[src/rtl/seg_display_scanner.sv]
// Time-multiplexes three pages of CPU/memory results onto an 8-digit active-low 7-segment display.
// Each frame scans a shadow copy of the page value, so the digits stay coherent while they are shown.
module seg_display_scanner #(
    parameter int SCAN_DIV    = 100000,
    parameter int PAGE_FRAMES = 250
) (
    input  logic        clk_in,
    input  logic        reset,
    input  logic        enable,
    input  logic        hold,
    input  logic        page_next,
    input  logic [15:0] result_f1,
    input  logic [15:0] result_f2,
    input  logic [15:0] result_f3,
    input  logic [15:0] instruction,
    input  logic [7:0]  i_addr,
    output logic [7:0]  o_seg,
    output logic [7:0]  o_sel,
    output logic [1:0]  page_o
);

    localparam int SCAN_W  = $clog2(SCAN_DIV);
    localparam int FRAME_W = $clog2(PAGE_FRAMES + 1);
    localparam logic [SCAN_W-1:0]  SCAN_LAST  = SCAN_W'(SCAN_DIV - 1);
    localparam logic [SCAN_W-1:0]  SCAN_ONE   = SCAN_W'(1);
    localparam logic [FRAME_W-1:0] FRAME_LAST = FRAME_W'(PAGE_FRAMES - 1);
    localparam logic [FRAME_W-1:0] FRAME_ONE  = FRAME_W'(1);

    function automatic logic [7:0] hex_to_seg(input logic [3:0] nib);
        logic [7:0] code;
        case (nib)
            4'h0:    code = 8'hC0;
            4'h1:    code = 8'hF9;
            4'h2:    code = 8'hA4;
            4'h3:    code = 8'hB0;
            4'h4:    code = 8'h99;
            4'h5:    code = 8'h92;
            4'h6:    code = 8'h82;
            4'h7:    code = 8'hF8;
            4'h8:    code = 8'h80;
            4'h9:    code = 8'h90;
            4'hA:    code = 8'h88;
            4'hB:    code = 8'h83;
            4'hC:    code = 8'hC6;
            4'hD:    code = 8'hA1;
            4'hE:    code = 8'h86;
            4'hF:    code = 8'h8E;
            default: code = 8'hFF;
        endcase
        return code;
    endfunction

    function automatic logic [31:0] page_value(input logic [1:0] pg,
                                               input logic [15:0] f1, input logic [15:0] f2,
                                               input logic [15:0] f3, input logic [15:0] ins,
                                               input logic [7:0] addr);
        logic [31:0] val;
        case (pg)
            2'd0:    val = {f1, f2};
            2'd1:    val = {f3, ins};
            2'd2:    val = {24'h00_0000, addr};
            default: val = 32'h0000_0000;
        endcase
        return val;
    endfunction

    logic [SCAN_W-1:0]  scan_cnt_r,  scan_cnt_s;
    logic [2:0]         digit_r,     digit_s;
    logic [FRAME_W-1:0] frame_cnt_r, frame_cnt_s;
    logic [1:0]         page_r,      page_s,  page_inc_s;
    logic [31:0]        shadow_r,    shadow_s;
    logic               terminal_s,  frame_end_s;
    logic [7:0]         sel_s,       seg_s;
    logic [3:0]         nib_s;
    logic [7:0]         o_seg_r,     o_sel_r;
    logic [1:0]         page_o_r;

    // Next-state scan/page sequencing; page_next pre-empts any auto-advance in the same cycle
    always_comb begin
        scan_cnt_s  = scan_cnt_r;
        digit_s     = digit_r;
        frame_cnt_s = frame_cnt_r;
        page_s      = page_r;
        shadow_s    = shadow_r;
        page_inc_s  = (page_r == 2'd2) ? 2'd0 : page_r + 2'd1;
        terminal_s  = (scan_cnt_r == SCAN_LAST);
        frame_end_s = terminal_s && (digit_r == 3'd7);
        if (!enable) begin
            scan_cnt_s = scan_cnt_r;
        end else if (page_next) begin
            scan_cnt_s  = '0;
            digit_s     = 3'd0;
            frame_cnt_s = '0;
            page_s      = page_inc_s;
            shadow_s    = page_value(page_inc_s, result_f1, result_f2, result_f3, instruction, i_addr);
        end else begin
            scan_cnt_s = terminal_s ? '0 : scan_cnt_r + SCAN_ONE;
            digit_s    = terminal_s ? digit_r + 3'd1 : digit_r;
            if (frame_end_s) begin
                if (hold) begin
                    frame_cnt_s = '0;
                end else if (frame_cnt_r == FRAME_LAST) begin
                    frame_cnt_s = '0;
                    page_s      = page_inc_s;
                end else begin
                    frame_cnt_s = frame_cnt_r + FRAME_ONE;
                end
                // Load the page that is current from the next cycle on, so digit 0 is already fresh
                shadow_s = page_value(page_s, result_f1, result_f2, result_f3, instruction, i_addr);
            end else begin
                shadow_s = shadow_r;
            end
        end
    end

    // Digit decode for the currently scanned digit of the shadow value
    always_comb begin
        nib_s = shadow_r[{digit_r, 2'b00} +: 4];
        sel_s = ~(8'h01 << digit_r);
        if ((page_r == 2'd2) && (digit_r >= 3'd2)) begin
            seg_s = 8'hFF;
        end else if ((digit_r == 3'd4) && (page_r != 2'd2)) begin
            seg_s = hex_to_seg(nib_s) & 8'h7F;
        end else begin
            seg_s = hex_to_seg(nib_s);
        end
        if (!enable) begin
            sel_s = 8'hFF;
            seg_s = 8'hFF;
        end else begin
            sel_s = sel_s;
        end
    end

    // Scanner state and registered display outputs
    always_ff @(posedge clk_in) begin
        if (!reset) begin
            scan_cnt_r  <= '0;
            digit_r     <= 3'd0;
            frame_cnt_r <= '0;
            page_r      <= 2'd0;
            shadow_r    <= 32'h0000_0000;
            o_sel_r     <= 8'hFF;
            o_seg_r     <= 8'hFF;
            page_o_r    <= 2'd0;
        end else begin
            scan_cnt_r  <= scan_cnt_s;
            digit_r     <= digit_s;
            frame_cnt_r <= frame_cnt_s;
            page_r      <= page_s;
            shadow_r    <= shadow_s;
            o_sel_r     <= sel_s;
            o_seg_r     <= seg_s;
            page_o_r    <= page_r;
        end
    end

    assign o_sel  = o_sel_r;
    assign o_seg  = o_seg_r;
    assign page_o = page_o_r;

endmodule

[config.mk]
export PLATFORM = sky130hd
export DESIGN_NAME = seg_display_scanner
export DESIGN_NICKNAME = d
export VERILOG_FILES = /design/src/rtl/seg_display_scanner.sv
export SDC_FILE = /design/constraint.sdc
export NUM_CORES = 1
export LEC_CHECK = 0
export ABC_AREA = 1
export CORE_MARGIN = 2
export CORE_UTILIZATION = 40
export DETAILED_ROUTE_END_ITERATION = 12
export GPL_TIMING_DRIVEN = 0
export PLACE_DENSITY_LB_ADDON = 0.12
export SETUP_SLACK_MARGIN = 0.2
export SYNTH_ARGS = -nofsm -noshare
export SYNTH_HDL_FRONTEND = slang
export SYNTH_SLANG_ARGS = --single-unit
[constraint.sdc]
create_clock -name clk_in -period 4.1 [get_ports clk_in]
set_clock_uncertainty 0.05 [all_clocks]
set_input_delay 0.615 -clock clk_in [delete_from_list [all_inputs] [get_ports clk_in]]
set_output_delay 0.615 -clock clk_in [all_outputs]
set_load 0.01 [all_outputs]
### After elaboration in Yosys (flattened, before gate mapping)

Memories as Yosys holds them, arrays and structs flattened.
Index checks and enable logic that the tools add are counted.

| storage, ports and cells | value |
|---|---|
| register bits after elaboration | 80 |
| memory bits (read-only) | 224 |
| input bits | 77 |
| output and inout port bits | 18 |
| word-level logic and storage cells | 62 |
| memories kept | 2 |

| cells by class | value |
|---|---|
| add/subtract/negate cells | 4 |
| $lt $le $gt $ge | 1 |
| equal/unequal tests | 10 |
| shift operators | 2 |
| multiplexer cells | 21 |
| bitwise gates (word level) | 3 |
| reduce and logical (&&, ||, !) cells | 11 |

Memory list:

| name | depth | width | rd ports | clocked after memory_dff | write ports | RTL line | RTL |
|---|---|---|---|---|---|---|---|
| (name not given) | 16 | 7 | 1 | 0 | 0 | 31 | `case (nib)` |
| (name not given) | 16 | 7 | 1 | 0 | 0 | 31 |  |

Operators with widths:

| kind | number |
|---|---|
| case mux 32 bit (3 select lines) | 2 |
| two-way mux 32 bit | 2 |
| two-way mux 8 bit | 5 |
| two-way mux 17 bit | 2 |
| indexed part select 32 x 6 -> 4 bit | 1 |
| adder 17 x 1 -> 17 bit (second input constant) | 1 |
| == test 17 bit (second input constant) | 1 |
| two-way mux 2 bit | 8 |
| adder 8 x 1 -> 8 bit (second input constant) | 1 |
| == test 8 bit (second input constant) | 1 |
| inverter 8 bit | 1 |
| << shifter 1 x 3 -> 8 bit (first input constant) | 1 |
| == test 2 bit (second input constant) | 3 |
| == test 3 bit (second input constant) | 2 |
| two-way mux 3 bit | 2 |
| AND reduction 2 bit | 3 |
| == test 2 x 1 -> 1 bit (second input constant) | 2 |
| logical NOT 2 bit | 2 |
| nonzero test 2 bit | 2 |
| adder 3 x 1 -> 3 bit (second input constant) | 1 |
| >= comparator 3 x 2 -> 1 bit (second input constant) | 1 |
| logical AND 1 bit | 3 |
| OR reduction 3 bit | 1 |
| adder 2 x 1 -> 2 bit (second input constant) | 1 |
| 2 further kinds | 3 |

### Depth between registers and ports, before layout

Gate-level depths: netlist (run 1).

| depth | value |
|---|---|
| depth in word-level cells | 11 |
| depth in mapped cells | 14 |

### Worst setup path before layout (run 1)

OpenSTA, ideal clock, no wires.

| timing | value |
|---|---|
| kind | register -> register |
| from | register digit_r[0] |
| to | register o_seg_r[3] (netlist: o_seg[3]) |
| arrival time | 1.766 ns |
| required time | 3.988 ns |
| setup slack | 2.222 ns |
| stages on the path, launching flop included | 12 |
| path buffers | 2 |
| period minus slack after synthesis | 1.878 ns |
| cells stage by stage | dfxtp_1 buf_4 inv_1 buf_6 o21ai_0 nand2_1 o21ai_0 ha_1 inv_1 o21ai_0 nand2_1 nand3_1 |

| between the ends | value |
|---|---|
| word-level cells in the longest chain between the ends | 3 |
| elaborated cells on any way between the ends | 9 |
| classes of those cells | order compare: 1; eq/ne: 1; shift: 1; mux: 1; reduce/logical: 3; memory: 2 |

Ends and longest elaborated chain:

| element | RTL line | RTL |
|---|---|---|
| start, declared | 68 | `logic [2:0] digit_r, digit_s;` |
| start signal, assigned | 148 | `digit_r <= digit_s;` |
| indexed part select 32 x 6 -> 4 bit (tied with other cells) | 118 | `nib_s = shadow_r[{digit_r, 2'b00} +: 4];` |
| memory (16 x 7 bit) (tied with other cells) | n/a |  |
| two-way mux 8 bit / OR reduction 3 bit (equally long branches) | n/a |  |
| end signal, assigned | 153 | `o_seg_r <= seg_s;` |
| end, declared | 75 | `logic [7:0] o_seg_r, o_sel_r;` |

Several ways; a longest one is shown, not always the timed one.
A chain may end at the register's enable or synchronous reset.

### Worst setup path in the final report (run 1)

| timing | value |
|---|---|
| from | register digit_r[0] |
| to | register o_seg_r[0] (netlist: o_seg[0]) |

The elaborated chain is that of the path after synthesis.

==> metrics.cfg, run 1 <==
[worst_setup_path]
crit_path_start_kind=register
required_ns=4.33
startpoint=digit_r[0]
worstPathMaxFanout=10
cp_data_arrival_time_ns=2.58
crit_type=reg2reg
r2r_start=digit_r[0]
endpoint_kind=register

[power]
comb_power_share=0.214
intPower_mw=1.472
ir_drop_mv=0.2137
p_seq_frac=0.393
p_total_mw=2.090
switching_share=0.2957
p_switching_uw=617.9
p_clk_frac=0.394
power_density_nw_per_um2=301.7
leakage_nw=3.060

[global_routing]
grt-ovfl-total=0
grt_max_degree=15
antenna_found_initial=0
grt_pass1_wl_mm=26.59
track_usage=0.2293
grt_pass1_vias=5098

[routing]
drt_iter0_markers=493
vias=5683
wl_mm=16.48
wl_per_cell_um=14.82
avgViaCountPerCell=5.111
ant_nets=0
drtPass1Iterations=5
drc=0

[floorplanning]
ioPinCount=95
initial_utilization=0.4118
fp.dieW_um=121.2
fp.dieArea_sq_um=14700
fp.coreArea_sq_um=13350
die_h_um=121.2
rows=42

[finish]
diodes=0
fin_nets=1023
layoutNonFillerInstCount=1112
area_delta_synth_final_pct=26.00
layout-drive-gt1-share=0.1186

[hold_path]
hold_class=reg2reg
holdCritStartpoint=scan_cnt_r[4]

[yosys]
yosysSeqAreaShare=0.2914
async_flop_share=0
ys_types=41
synth_nets=921
syn-cell-area_sq_um=5497
synthCells=829
synthFlopType=dfxtp_1
ys_ff_latch=80
synth-edff-count=0
syn_area_per_cell_sq_um=6.630
yosys_warnings=0

[timing]
min_period_ns=2.341
rsz0062_at_grt=false
setup_violations=0
fin_setup_tns_ns=0
relSlewSlack=0.6135
slew_violations=0
period_share=0.5710
fmax_mhz=427.1
worstMarginPinSlew_ns=0.5797
hold_violations=0

[clock_tree]
cts-resized-gates=0
cts_tree=done
cts-root-buf=clkbuf_16
clockBufferDepth=2
cts_setup_buffers=0
cts_buffers=9
cts_hold_buf=0
path_clk_slew_ns=0.07
cts.sinks=80
clock_latency_ns=0.35
h-tree-depth=3

[status]
status=finished clean

[place]
dp_hpwl_mm=12.27
gp_congestion=0.8911
numPortBuffers=91
dpl.cell_count=1096

[job]
maxCapViolCount=0

cell type report:
class	instances	area (sq um)
clock buffers	10	229.0
multi-input cells	620	3264
inverters	80	300.3
repair buffers	91	910.9
flip-flops and latches	80	1602
fillers	1391	6422
plain buffers	49	330.3
well taps	176	220.2
clock inverters	6	68.82
cell usage after synthesis (all sizes together), types with 5 or more instances:
cell type	instances	area, sq um
a21oi	56	389.1
a22oi	24	180.2
buf	32	266.5
clkbuf	17	63.81
dfxtp	80	1602
ha	15	187.7
inv	77	289.0
nand2	246	954.7
nand3	153	848.3
nand4	11	83.83
nor2	49	217.7
nor3	13	70.07
o211ai	7	52.55
o21ai	25	125.1
xor2	5	43.79
metrics by stage:
step           hold slack (ns)  instance area [sq um]  setup WS (ns)  utilization
6_report                0.4372                   6925          1.759       0.5188
3_3_place_gp            0.4126                   6628          1.539       0.4965
3_5_place_dp            0.4230                   6628          1.526       0.4965
4_1_cts                 0.4392                   6925          1.777       0.5188
5_1_grt                 0.4662                   6925          1.498       0.5188
2_1_floorplan           0.4019                   5497          2.222            -
metal layers:
layer | GRT usage | vias to the layer above | share of wire
met1 | 0.3356 | 2525 | 0.49
met2 | 0.3497 | 194 | 0.44
met4 | 0.06034 | 0 | 0.012
met3 | 0.03618 | 13 | 0.055
li1 | - | 2951 | -
met5 | 0 | - | 0
cell usage in the layout, fill, tap and decap left out, types with 9 or more instances in the layout:
cell type	n
a22oi_1	24
inv_1	73
nand3_1	138
buf_4	9
a21oi_1	27
clkdlybuf4s50_1	91
nand2_1	239
dfxtp_1	80
nor2_1	45
nor3_1	12
clkbuf_16	9
buf_6	11
nand3_2	14
buf_2	11
nand4_1	10
clkbuf_1	18
ha_1	15
o21ai_0	23
a21oi_2	29
cell families after synthesis:
kind of cell               after synthesis  share of synthesized area
AOI/OAI and AO/OA                      119                     0.1445
buffers and inverters                  129                     0.1147
DFF                                     80                     0.2914
adders and majority gates               15                    0.03415
and+or+nand+nor                        479                     0.4041
xor gates and xnor gates                 7                    0.01115
power groups by stage:
stage | Combinational (mW) | Clock [mW] | Sequential (mW)
final | 0.447 | 0.822 | 0.820
after global routing | 0.495 | 0.866 | 0.823
after CTS | 0.443 | 0.834 | 0.820
after detailed placement | 0.441 | 0 | 0.838
after global placement | 0.440 | 0 | 0.838
after floorplan | 0.260 | 0 | 0.839
critical path, cell delays in order (launching register included):
cell	delay, ns
dfxtp_1	0.36
buf_4	0.17
buf_2	0.23
a21oi_1	0.10
o21ai_0	0.12
nand2_1	0.14
o21ai_0	0.46
ha_1	0.30
inv_1	0.07
nand2_1	0.10
o211ai_1	0.10
nand4_1	0.10
registers in the layout, summed over array words and instances, names as in the netlist:
register / cells
digit_r: 3
frame_cnt_r: 8
scan_cnt_r: 17
o_sel: 8
o_seg: 8
page_r: 2
page_o: 2
shadow_r: 32
path summary, 6_finish.rpt:
path	end	slack, ns	depth (start not counted)
worst min-delay path	scan_cnt_r[4]	0.44	2
worst min register to register	scan_cnt_r[4]	0.44	2
worst max-delay path	o_seg[0]	1.76	11
worst max register to register	o_seg[0]	1.76	11
Note: power is estimated with default switching activity, not from simulation.
==> run 2: changes to the inputs <==
==> constraint.sdc (replaced) <==
create_clock -name clk_in -period 2.2 [get_ports clk_in]
set_clock_uncertainty 0.05 [all_clocks]
set_input_delay 0.33 -clock clk_in [delete_from_list [all_inputs] [get_ports clk_in]]
set_output_delay 0.33 -clock clk_in [all_outputs]
set_load 0.01 [all_outputs]
==> metrics.cfg, run 2 (same netlist as run 1, synthesis figures left out) <==
[timing]
rsz0062_at_grt=true
relSlewSlack=0.6039  ; -0.009617
setup_slack_ns=0.3287  ; -1.430 ns
worstMarginPinSlew_ns=0.5941  ; +0.01443 ns
period_share=0.8506  ; +0.2795
min_period_ns=1.871  ; -0.4700 ns
fin_setup_tns_ns=0  ; unchanged
setup_violations=0  ; unchanged
slew_violations=0  ; unchanged
fmax_mhz=534.4  ; +25%
hold_violations=0  ; unchanged

[finish]
layoutNonFillerInstCount=1118  ; +0.54%
largest_reg_flops=32  ; unchanged
layout-drive-gt1-share=0.1539  ; +0.03534
fin_area_sq_um=7126  ; +2.9%
top_regs=shadow_r x32, scan_cnt_r x17
diodes=0  ; unchanged
layout_commonest_cell=nand2_1
final_cell_mix=230 x nand2_1, 138 x nand3_1, 91 x clkdlybuf4s50_1
largest_register=shadow_r
multi_input_area_sq_um=3378  ; +3.5%
num-fill-cells=1371  ; -1.4%
finalCoreUtilization=0.5338  ; +0.01500
area_delta_synth_final_pct=29.64
seq_area_sq_um=1605  ; +0.23%
fin_nets=1029  ; +0.59%

[worst_setup_path]
slowest_delay_ns=0.35  ; -0.11 ns
crit_path_start_kind=register
crit_type=reg2reg
required_ns=2.37  ; -1.96 ns
cp_data_arrival_time_ns=2.04  ; -0.54 ns
slowest_stage=dfxtp_2
crit_chain=buf_6, buf_6, a21oi_1, o21ai_1, nand2_2, nand2_1, o21ai_4, ha_4, inv_1, nand2_1, o211ai_1, nand4_1
endpoint_kind=register
worstPathMaxFanout=10  ; unchanged

[routing]
wl_per_cell_um=14.78  ; -0.26%
ant_nets=0  ; unchanged
drtPass1Iterations=8  ; +3
drt_iter0_markers=505  ; +2.4%
vias=5727  ; +0.77%
wl_mm=16.53  ; +0.28%
avgViaCountPerCell=5.123  ; +0.23%
drc=0  ; unchanged

[clock_tree]
cts-root-buf=clkbuf_16
clock_latency_ns=0.35  ; about the same
cts_hold_buf=0  ; unchanged
cts_buffers=9  ; unchanged
path_clk_slew_ns=0.06  ; about the same
cts.sinks=80  ; unchanged
clockBufferDepth=2  ; unchanged
cts_tree=done
h-tree-depth=3  ; unchanged

[floorplanning]
fp.coreArea_sq_um=13350  ; unchanged
fp.dieArea_sq_um=14700  ; unchanged
fp.dieW_um=121.2  ; unchanged
initial_utilization=0.4118  ; unchanged
die_h_um=121.2  ; unchanged
rows=42  ; unchanged
ioPinCount=95  ; unchanged

[global_routing]
grt_max_degree=15  ; unchanged
grt-ovfl-total=0  ; unchanged
track_usage=0.2299  ; +0.0005951
grt_pass1_wl_mm=26.68  ; +0.34%
grt_pass1_vias=5121  ; +0.45%
antenna_found_initial=0  ; unchanged

[place]
dp_hpwl_mm=12.27  ; unchanged
numPortBuffers=91  ; unchanged
gp_congestion=0.8911  ; unchanged
dpl.cell_count=1096  ; unchanged
placed_area_sq_um=6628  ; unchanged
pre_cts_slack_ns=-0.1115  ; -1.637 ns

[power]
leakage_nw=3.113  ; +1.7%
ir_drop_mv=0.4055  ; +90%
power_density_nw_per_um2=553.3  ; +83%

[hold_path]
hold_class=in2reg

[status]
status=finished clean

[job]
maxCapViolCount=0  ; unchanged

[run 2: cell count changes in the layout (fill, tap and decap cells not counted), sizes merged]
cell      change
buf           +4
clkbuf        +2
clkinv        -2
clkinvlp      +1
inv           +1
[run 2: path summary, 6_finish.rpt]
kind | endpoint | depth (start not counted) | slack, ns | start
worst max register to register | o_seg[0] | 12 | 0.33 | digit_r[0]
worst min register to register | scan_cnt_r[4] | 2 | 0.44 | scan_cnt_r[4]
worst max-delay path | o_seg[0] | 12 | 0.33 | digit_r[0]
worst min-delay path | scan_cnt_r[2] | 3 | 0.33 | enable
[run 2: report_power, final]
group / switching (mW) / total, mW / leakage, nW / internal [mW]
clock: 0.647 / 1.53 / 0.131 / 0.883
combinational: 0.498 / 0.880 / 2.33 / 0.382
sequential: 0.0268 / 1.53 / 0.653 / 1.50
[run 2: metrics by stage]
stage	hold WS, ns	power [mW]
floorplan	0.4019	2.050
global placement	0.4126	2.381
detailed placement	0.4230	2.384
CTS	0.3160	3.915
global route	0.3401	4.122
finish	0.3252	3.943
[run 2: layout make-up]
| cell class | count | area share |
|---|---|---|
| Timing Repair Buffer | 97 | 0.1342 |
| Multi-Input combinational cell | 620 | 0.4741 |
| Clock buffer | 10 | 0.03213 |
| Buffer | 49 | 0.05075 |
| Sequential cell | 80 | 0.2253 |
| Tap cell | 176 | 0.03090 |
| Clock inverter | 6 | 0.009658 |
| Inverter | 80 | 0.04302 |
[run 2: timing repair]
item | CTS | global route
endpoints found under the setup margin | 7 | 53
gates resized for setup | 10 | 47
pin swaps | 0 | 7
buffers inserted | 0 | 6
[run 2: critical path, delay by kind of cell (launching register included)]
kind	cells	cell delay (ns)
buf+inv	3	0.32
compound gates	4	0.41
simple gates	4	0.44
fa+ha+maj	1	0.17
flops	1	0.35
[run 2: layer usage]
metal / GRT usage / up-vias / part of all wire
met2: 0.3515 / 181 / 0.45
met4: 0.06034 / 0 / 0.012
li1: - / 2963 / -
met3: 0.03618 / 13 / 0.052
met5: 0 / - / 0
met1: 0.3359 / 2570 / 0.49
==> run 3: changes to the inputs <==
--- a/config.mk
+++ b/config.mk
@@ -7,7 +7,7 @@
 export LEC_CHECK = 0
 export ABC_AREA = 1
 export CORE_MARGIN = 2
-export CORE_UTILIZATION = 40
+export CORE_UTILIZATION = 45
 export DETAILED_ROUTE_END_ITERATION = 12
 export GPL_TIMING_DRIVEN = 0
 export PLACE_DENSITY_LB_ADDON = 0.12
==> metrics.cfg, run 3 (same netlist as run 1, synthesis figures left out) <==
[finish]
fin_area_sq_um=7156  ; +0.42%
fin_nets=1033  ; +0.39%
layout-drive-gt1-share=0.1575  ; +0.003577
top_regs=shadow_r x32, scan_cnt_r x17
final_cell_mix=227 x nand2_1, 137 x nand3_1, 91 x clkdlybuf4s50_1
layout_commonest_cell=nand2_1
area_delta_synth_final_pct=30.18
num-fill-cells=1133  ; -17%
seq_area_sq_um=1605  ; unchanged
largest_reg_flops=32  ; unchanged
diodes=0  ; unchanged
largest_register=shadow_r
multi_input_area_sq_um=3368  ; -0.30%

[job]
maxCapViolCount=0  ; unchanged

[global_routing]
grt_pass1_vias=5507  ; +7.5%
grt_max_degree=14  ; -1
grt_pass1_wl_mm=26.52  ; -0.60%
antenna_found_initial=0  ; unchanged
track_usage=0.2537  ; +0.02379
grt-ovfl-total=0  ; unchanged

[clock_tree]
cts-root-buf=clkbuf_16
clock_latency_ns=0.35  ; about the same
path_clk_slew_ns=0.06  ; about the same
cts_tree=done
cts.sinks=80  ; unchanged
h-tree-depth=3  ; unchanged
cts_buffers=9  ; unchanged
clockBufferDepth=2  ; unchanged

[timing]
hold_violations=0  ; unchanged
setup_violations=0  ; unchanged
fin_setup_tns_ns=0  ; unchanged
slew_violations=0  ; unchanged
min_period_ns=1.925  ; +0.05388 ns
worstMarginPinSlew_ns=0.6330  ; +0.03889 ns
period_share=0.8751  ; +0.02449
rsz0062_at_grt=true
fmax_mhz=519.4  ; -2.8%
relSlewSlack=0.5780  ; -0.02593

[floorplanning]
initial_utilization=0.4595  ; +0.04773
rows=40  ; -4.8%
fp.dieArea_sq_um=13110  ; -11%
ioPinCount=95  ; unchanged
die_h_um=114.5  ; -5.5%
fp.dieW_um=114.5  ; -5.5%
fp.coreArea_sq_um=11960  ; -10%

[routing]
drt_iter0_markers=457  ; -9.5%
wl_per_cell_um=15.24  ; +3.1%
wl_mm=16.66  ; +0.77%
vias=5903  ; +3.1%
avgViaCountPerCell=5.401  ; +5.4%
drtPass1Iterations=5  ; -3
drc=0  ; unchanged
ant_nets=0  ; unchanged

[worst_setup_path]
slowest_stage=dfxtp_2
cp_common_cell=nand3_1
slowest_delay_ns=0.34  ; about the same
crit_path_start_kind=register
crit_type=reg2reg
worstPathMaxFanout=10  ; unchanged
required_ns=2.43  ; +0.06 ns
cp_data_arrival_time_ns=2.16  ; +0.12 ns
endpoint_kind=register
crit_chain=inv_1, ha_1, nand2_2, nor2_8, buf_4, nand4_4, nand2_8, buf_8, nand3_1, nand3_1, nand2_1, a21oi_2

[power]
ir_drop_mv=0.4046  ; -0.22%
power_density_nw_per_um2=584.5  ; +5.6%
leakage_nw=3.170  ; +1.8%

[hold_path]
hold_class=in2reg

[place]
placed_area_sq_um=6591  ; -0.55%
dp_hpwl_mm=12.41  ; +1.2%
gp_congestion=0.8889  ; -0.25%
numPortBuffers=91  ; unchanged

[status]
status=finished clean

==> run 3: changes by cell type in the layout (fill, tap and decap cells not counted), moves of 3 or more <==
cell,before,now
buf_6,14,10
nand2_1,230,227
clkinvlp_4,5,1
buf_4,13,19
nand2_2,12,16
==> run 3: worst max-delay path, delay by kind of cell (launching register included) <==
| kind | cells | cell delay [ns] |
|---|---|---|
| AND/OR/NAND/NOR | 7 | 0.80 |
| adder cells (fa/ha/maj) | 1 | 0.16 |
| flip-flops | 1 | 0.34 |
| buffers and inverters | 3 | 0.35 |
| AO/OA/AOI/OAI | 1 | 0.13 |
==> run 3: worst paths after layout <==
kind | to | slack [ns] | depth (start not counted) | start
min reg2reg | scan_cnt_r[4] | 0.43 | 2 | scan_cnt_r[4]
min | scan_cnt_r[2] | 0.33 | 3 | enable
max reg2reg | shadow_r[29] | 0.27 | 12 | frame_cnt_r[1]
max | shadow_r[29] | 0.27 | 12 | frame_cnt_r[1]
==> run 3: timing repair <==
| action | 4_1_cts | 5_1_grt |
|---|---|---|
| hold buffers | 0 | 0 |
| pin swaps | 0 | 7 |
| buffers inserted | 0 | 9 |
| gates cloned | 0 | 1 |
| endpoints found under the setup margin | 7 | 52 |
| resized for setup | 9 | 46 |
==> run 3: final cells by class <==
type	count	share of cell area
multi-input cells	621	0.4707
clock buffers	11	0.03532
inverters	80	0.04232
repair buffers	100	0.1367
plain buffers	49	0.05053
flip-flops and latches	80	0.2243
clock inverters	5	0.01434
well taps	147	0.02570
==> run 3: metrics by stage <==
step | utilization | setup WS, ns | hold slack, ns | total power, mW | cells
floorplan | - | 0.3221 | 0.4019 | 2.050 | 829
global placement | 0.5510 | -0.04342 | 0.4174 | 2.367 | 1067
detailed placement | 0.5510 | -0.06920 | 0.4190 | 2.383 | 1067
CTS | 0.5819 | 0.1928 | 0.3231 | 4.148 | 1083
global route | 0.5982 | 0.1533 | 0.3511 | 4.357 | 1093
finish | 0.5982 | 0.2749 | 0.3298 | 4.183 | 1093
==> run 3: per-layer routing <==
| layer | routed length (um) | global-route usage | vias to the layer above | part of all wire |
|---|---|---|---|---|
| met4 | 384 | 0.1065 | 0 | 0.023 |
| met3 | 1043 | 0.03917 | 33 | 0.063 |
| met5 | 0 | 0 | - | 0 |
| li1 | - | - | 2964 | - |
| met2 | 7693 | 0.4134 | 208 | 0.46 |
| met1 | 7537 | 0.3343 | 2698 | 0.45 |
==> run 3: power breakdown <==
group          internal [mW]  total (mW)  switching [mW]
registers               1.51        1.53          0.0251
clock network           1.17        1.76           0.596
logic                  0.385       0.888           0.503
total                   3.06        4.18            1.12
